--- config.mk ---
export PLATFORM = sky130hd
export DESIGN_NAME = tmr_serial_tx
export DESIGN_NICKNAME = d
export VERILOG_FILES = /design/src/rtl/tmr_serial_tx.sv
export SDC_FILE = /design/constraint.sdc
export NUM_CORES = 1
export LEC_CHECK = 0
export BUFFER_PORTS_ARGS = -buffer_cell sky130_fd_sc_hd__buf_4
export CELL_PAD_IN_SITES_DETAIL_PLACEMENT = 0
export CELL_PAD_IN_SITES_GLOBAL_PLACEMENT = 1
export CORE_MARGIN = 3
export CORE_UTILIZATION = 34
export CTS_CLUSTER_SIZE = 20
export DETAILED_ROUTE_END_ITERATION = 10
export GPL_ROUTABILITY_DRIVEN = 0
export PLACE_DENSITY = 0.72
export SLEW_MARGIN = 10
export SYNTH_ARGS = -nofsm -noshare
export SYNTH_HDL_FRONTEND = slang
export SYNTH_SLANG_ARGS = --single-unit
export TNS_END_PERCENT = 5
--- constraint.sdc ---
create_clock -name clk -period 1.8 [get_ports clk]
set_clock_uncertainty 0.1 [all_clocks]
set_input_delay 0.36 -clock clk [delete_from_list [all_inputs] [get_ports clk]]
set_output_delay 0.36 -clock clk [all_outputs]
set_load 0.02 [all_outputs]
--- src/rtl/tmr_serial_tx.sv ---
// tmr_serial_tx: transmit end of a triple-redundant serial link.
// Accepts a WIDTH-bit word over valid/ready and sends it on three identical lanes as
// start bit, data bits LSB first, even-parity bit, then one stop cycle.
// Optional feature macro: TMR_TX_FAULT_INJECT_EN adds fi_en/fi_lane to invert one lane
// during data and parity bits.
module tmr_serial_tx #(
  parameter int unsigned WIDTH = 8
) (
  input  logic             clk,
  input  logic             rst_n,
  input  logic             in_valid,
  input  logic [WIDTH-1:0] in_data,
  output logic             in_ready,
  output logic [2:0]       tx_lane,
  output logic             tx_frame,
`ifdef TMR_TX_FAULT_INJECT_EN
  output logic             busy,
  input  logic             fi_en,
  input  logic [1:0]       fi_lane
`else
  output logic             busy
`endif
);

  localparam int unsigned CntW = $clog2(WIDTH);
  localparam logic [CntW-1:0] CntLast = CntW'(WIDTH - 1);

  typedef enum logic [2:0] {
    StIdle,
    StStart,
    StData,
    StParity,
    StStop
  } state_e;

  state_e           state_q;
  logic [2:0]       lane_q;
  logic [WIDTH-1:0] shift_q;
  logic [CntW-1:0]  cnt_q;
  logic             parity_q;
  logic             accept;

  // A new word may be taken while idle or during the stop cycle (back-to-back frames).
  always_comb begin
    in_ready = (state_q == StIdle) || (state_q == StStop);
    accept   = in_valid && in_ready;
  end

  // Frame sequencer; lane, tx_frame and busy are registered alongside the state.
  always_ff @(posedge clk or negedge rst_n) begin
    if (!rst_n) begin
      state_q  <= StIdle;
      lane_q   <= 3'b000;
      tx_frame <= 1'b0;
      busy     <= 1'b0;
      shift_q  <= '0;
      cnt_q    <= '0;
      parity_q <= 1'b0;
    end else begin
      unique case (state_q)
        StIdle, StStop: begin
          if (accept) begin
            state_q  <= StStart;
            lane_q   <= 3'b111;
            tx_frame <= 1'b1;
            busy     <= 1'b1;
            shift_q  <= in_data;
            parity_q <= ^in_data;
          end else begin
            state_q  <= StIdle;
            lane_q   <= 3'b000;
            tx_frame <= 1'b0;
            busy     <= 1'b0;
          end
        end
        StStart: begin
          state_q <= StData;
          lane_q  <= {3{shift_q[0]}};
          shift_q <= shift_q >> 1;
          cnt_q   <= '0;
        end
        StData: begin
          if (cnt_q == CntLast) begin
            state_q <= StParity;
            lane_q  <= {3{parity_q}};
          end else begin
            lane_q  <= {3{shift_q[0]}};
            shift_q <= shift_q >> 1;
            cnt_q   <= cnt_q + CntW'(1);
          end
        end
        StParity: begin
          state_q  <= StStop;
          lane_q   <= 3'b000;
          tx_frame <= 1'b0;
          busy     <= 1'b1;
        end
        default: begin
          state_q  <= StIdle;
          lane_q   <= 3'b000;
          tx_frame <= 1'b0;
          busy     <= 1'b0;
        end
      endcase
    end
  end

`ifdef TMR_TX_FAULT_INJECT_EN
  logic [2:0] fi_mask;

  // Inversion mask applied on the output; fi inputs act in the cycle of the bit they hit.
  always_comb begin
    fi_mask = 3'b000;
    if (fi_en && (state_q == StData || state_q == StParity)) begin
      case (fi_lane)
        2'd0:    fi_mask = 3'b001;
        2'd1:    fi_mask = 3'b010;
        2'd2:    fi_mask = 3'b100;
        default: fi_mask = 3'b000;
      endcase
    end
  end

  assign tx_lane = lane_q ^ fi_mask;
`else
  assign tx_lane = lane_q;
`endif

endmodule
==> flow_summary_export.csv <==
group,metric,value,unit
logic_synthesis,synth_compound_area_frac,0.132,
pwr,p_leak,0.566,nW
clocking,clockBufferDepth,2,
routing,ant_nets,0,
routing,drt-total-wl,1720,um
logic_synthesis,ys_warn_count,0,
placed_design,port_buffers,16,
logic_synthesis,synth.mux.area_fraction,0.0926,
sta,post-route-period-util,0.945,
setup_path,cp_max_fo,16,
flow_run,maxCapViolations,0,
logic_synthesis,synth_seq_cells,18,
layout,antenna_cells,0,
clocking,cts_tree,"built",
grt,grt_pass1_wl,2930,um
routing,drc,0,
grt,antenna_found_initial,0,
die,core-area,2610,um^2
placed_design,dp_hpwl,1290,um
setup_path,crit_path_end_kind,"flip-flop",
routing,avgRoutedWirePerCell,12.4,um
grt,gr-total-overflow,0,
placed_design,place_ws,0.107,ns
setup_path,required,1.88,ns
layout,areaGrowthSynthToFinish,21.8,%
die,die_x,59.9,um
routing,initialDrtViolationCount,11,
sta,rsz0062_at_grt,"no",
layout,drive_above_1_share,0.284,
clocking,htree_num_levels,1,
die,dieArea,3580,um^2
sta,worst_pin_slew,0.447,ns
sta,tns,0,ns
sta,fin_crit,1.70,ns
pwr,power_density,1850,nW/um^2
logic_synthesis,synth_cells,89,
logic_synthesis,synth_sequential_area_ratio,0.457,
placed_design,dp_cells,133,
sta,finalMaxSlewViolations,0,
pwr,power,0.00222,W
hold_path,hp-class,"in2reg",
logic_synthesis,synth-xor-area-share,0.0787,
clocking,clock_latency,0.28,ns
setup_path,worst_ep_arrival_time,1.78,ns
layout,stdcell_count,139,
setup_path,start_kind,"flip-flop",
clocking,cts_inserted_buffers,3,
routing,vias,689,
grt,grt_max_degree,19,
logic_synthesis,syn_nets,102,
die,io_pins,17,
routing,vias_per_cell,4.96,
sta,worst_slack,0.0988,ns
clocking,clk_pin_slew,0.10,ns
die,die-height,59.9,um
sta,fmax,0.588,GHz
grt,grt_pass1_vias,685,
run_status,outcome,"finished clean",
clocking,cts_sinks,18,
logic_synthesis,synth_top_family_by_area,"simple AND/OR/NAND/NOR gates",
logic_synthesis,syn_area_per_cell,11.1,um^2
clocking,clockRootBuffer,"clkbuf_4",
sta,max_slew_margin,0.700,
die,start_util,0.377,
pwr,peakVddDrop,944,uV
sta,finalSetupViolCount,0,
sta,hold_violations,0,
layout,nets,123,
logic_synthesis,syn_area,986,um^2
logic_synthesis,synthSimpleGateAreaFrac,0.162,
setup_path,crit_type,"reg2reg",
routing,drtPass1Iterations,4,
logic_synthesis,ys_types,26,
grt,grt_usage,0.108,
die,rows,18,
logic_synthesis,synth_fa_ha_area_frac,0.0254,
==> per-layer routing <==
| layer | up-vias | part of all wire | global-route usage |
|---|---|---|---|
| met2 | 14 | 0.45 | 0.177 |
| met5 | - | 0 | 0 |
| li1 | 351 | - | - |
| met4 | 0 | 0.0070 | 0.0475 |
| met3 | 2 | 0.048 | 0.0194 |
| met1 | 322 | 0.50 | 0.137 |
==> cells in the mapped netlist <==
| cell | n | area share |
|---|---|---|
| nor2_1 | 4 | 0.015 |
| xnor2_1 | 7 | 0.062 |
| nor3b_2 | 1 | 0.013 |
| o22ai_1 | 1 | 0.0063 |
| buf_2 | 2 | 0.010 |
| mux2_2 | 1 | 0.011 |
| a22o_1 | 5 | 0.044 |
| nand2b_1 | 2 | 0.013 |
| nor4b_2 | 1 | 0.015 |
| nor3_4 | 1 | 0.017 |
| mux2i_1 | 8 | 0.081 |
| nand2_1 | 9 | 0.034 |
| ha_1 | 2 | 0.025 |
| inv_1 | 1 | 0.0038 |
| buf_6 | 2 | 0.023 |
| nor3b_1 | 2 | 0.015 |
| nand3b_1 | 2 | 0.015 |
| xnor2_2 | 1 | 0.017 |
| buf_4 | 2 | 0.015 |
| nor2_8 | 1 | 0.020 |
| o21ai_0 | 2 | 0.010 |
| a21oi_1 | 3 | 0.015 |
| o21ai_1 | 8 | 0.041 |
| dfrtp_1 | 18 | 0.46 |
| a21o_1 | 2 | 0.015 |
| nor3_1 | 1 | 0.0051 |
==> repair_timing <==
action                                 4_1_cts  5_1_grt
endpoints found under the hold margin       18        0
setup endpoints to repair                    0        6
gates resized for setup                      0        1
setup buffers                                0        1
hold buffers                                 1        0
==> path summary, 6_finish.rpt <==
path / to / slack (ns) / from / depth (start not counted)
max: shift_q[5] / 0.1 / cnt_q[0] / 7
min: shift_q[7] / 0.26 / in_data[7] / 3
max reg2reg: shift_q[5] / 0.1 / cnt_q[0] / 7
min reg2reg: tx_frame / 0.39 / tx_frame / 1
max in group asynchronous: busy / 1.04 / rst_n / 2
min in group asynchronous: state_q[2] / 0.37 / rst_n / 2
==> flip-flops by register name, indices dropped and copies added, names as in the netlist <==
name and count:
shift_q 8, cnt_q 3, state_q 3, busy 1, parity_q 1, tx_frame 1
tx_lane 1
==> cell type report <==
class	count	area (um^2)
fill	248	1410
inverter	1	3.75
multi-input combinational	64	493
tap	30	37.5
timing repair buffer	22	180
sequential	18	450
clock buffer	4	36.3
==> stage by stage <==
stage           util  hold WS, ns  area [um^2]
4_1_cts        0.449        0.246         1170
2_1_floorplan      -      -0.0356          986
3_3_place_gp   0.431        0.144         1130
5_1_grt        0.460        0.250         1200
6_report       0.460        0.257         1200
3_5_place_dp   0.431        0.147         1130
==> kinds of logic (layout without fill, tap and decap cells) <==
group | count (synthesis) | after routing
buffers and inverters | 7 | 27
AOI/OAI and AO/OA | 21 | 21
and+or+nand+nor | 24 | 24
DFF | 18 | 18
adders and majority gates | 2 | 2
muxes | 9 | 9
xor gates and xnor gates | 8 | 8
==> worst max-delay path, stage by stage, from the launching register on <==
cell and delay (ns):
dfrtp_1 0.41, ha_1 0.20, ha_1 0.24, nor4b_4 0.28, nor3_4 0.08, buf_12 0.16, nand2_1 0.06, o21ai_1 0.05
==> power breakdown <==
part           internal, W  switching (W)
Clock             0.000123       0.000120
Sequential        0.000591       0.000151
Combinational     0.000627       0.000607
Total              0.00134       0.000878
==> placed cells by master (no fill, tap or decap), drive strengths merged <==
cell	netlist	routed
buf	6	21
dfrtp	18	18
o21ai	10	10
nand2	9	9
mux2i	8	8
xnor2	8	8
a22o	5	5
nor2	5	5
clkbuf	0	4
a21oi	3	3
nor3b	3	3
nand2b	2	2
nand3b	2	2
a21o	2	2
ha	2	2
nor3	2	2
inv	1	1
o22ai	1	1
nor4b	1	1
mux2	1	1
dlygate4sd3	0	1
Power figures use the tool's default switching activity.
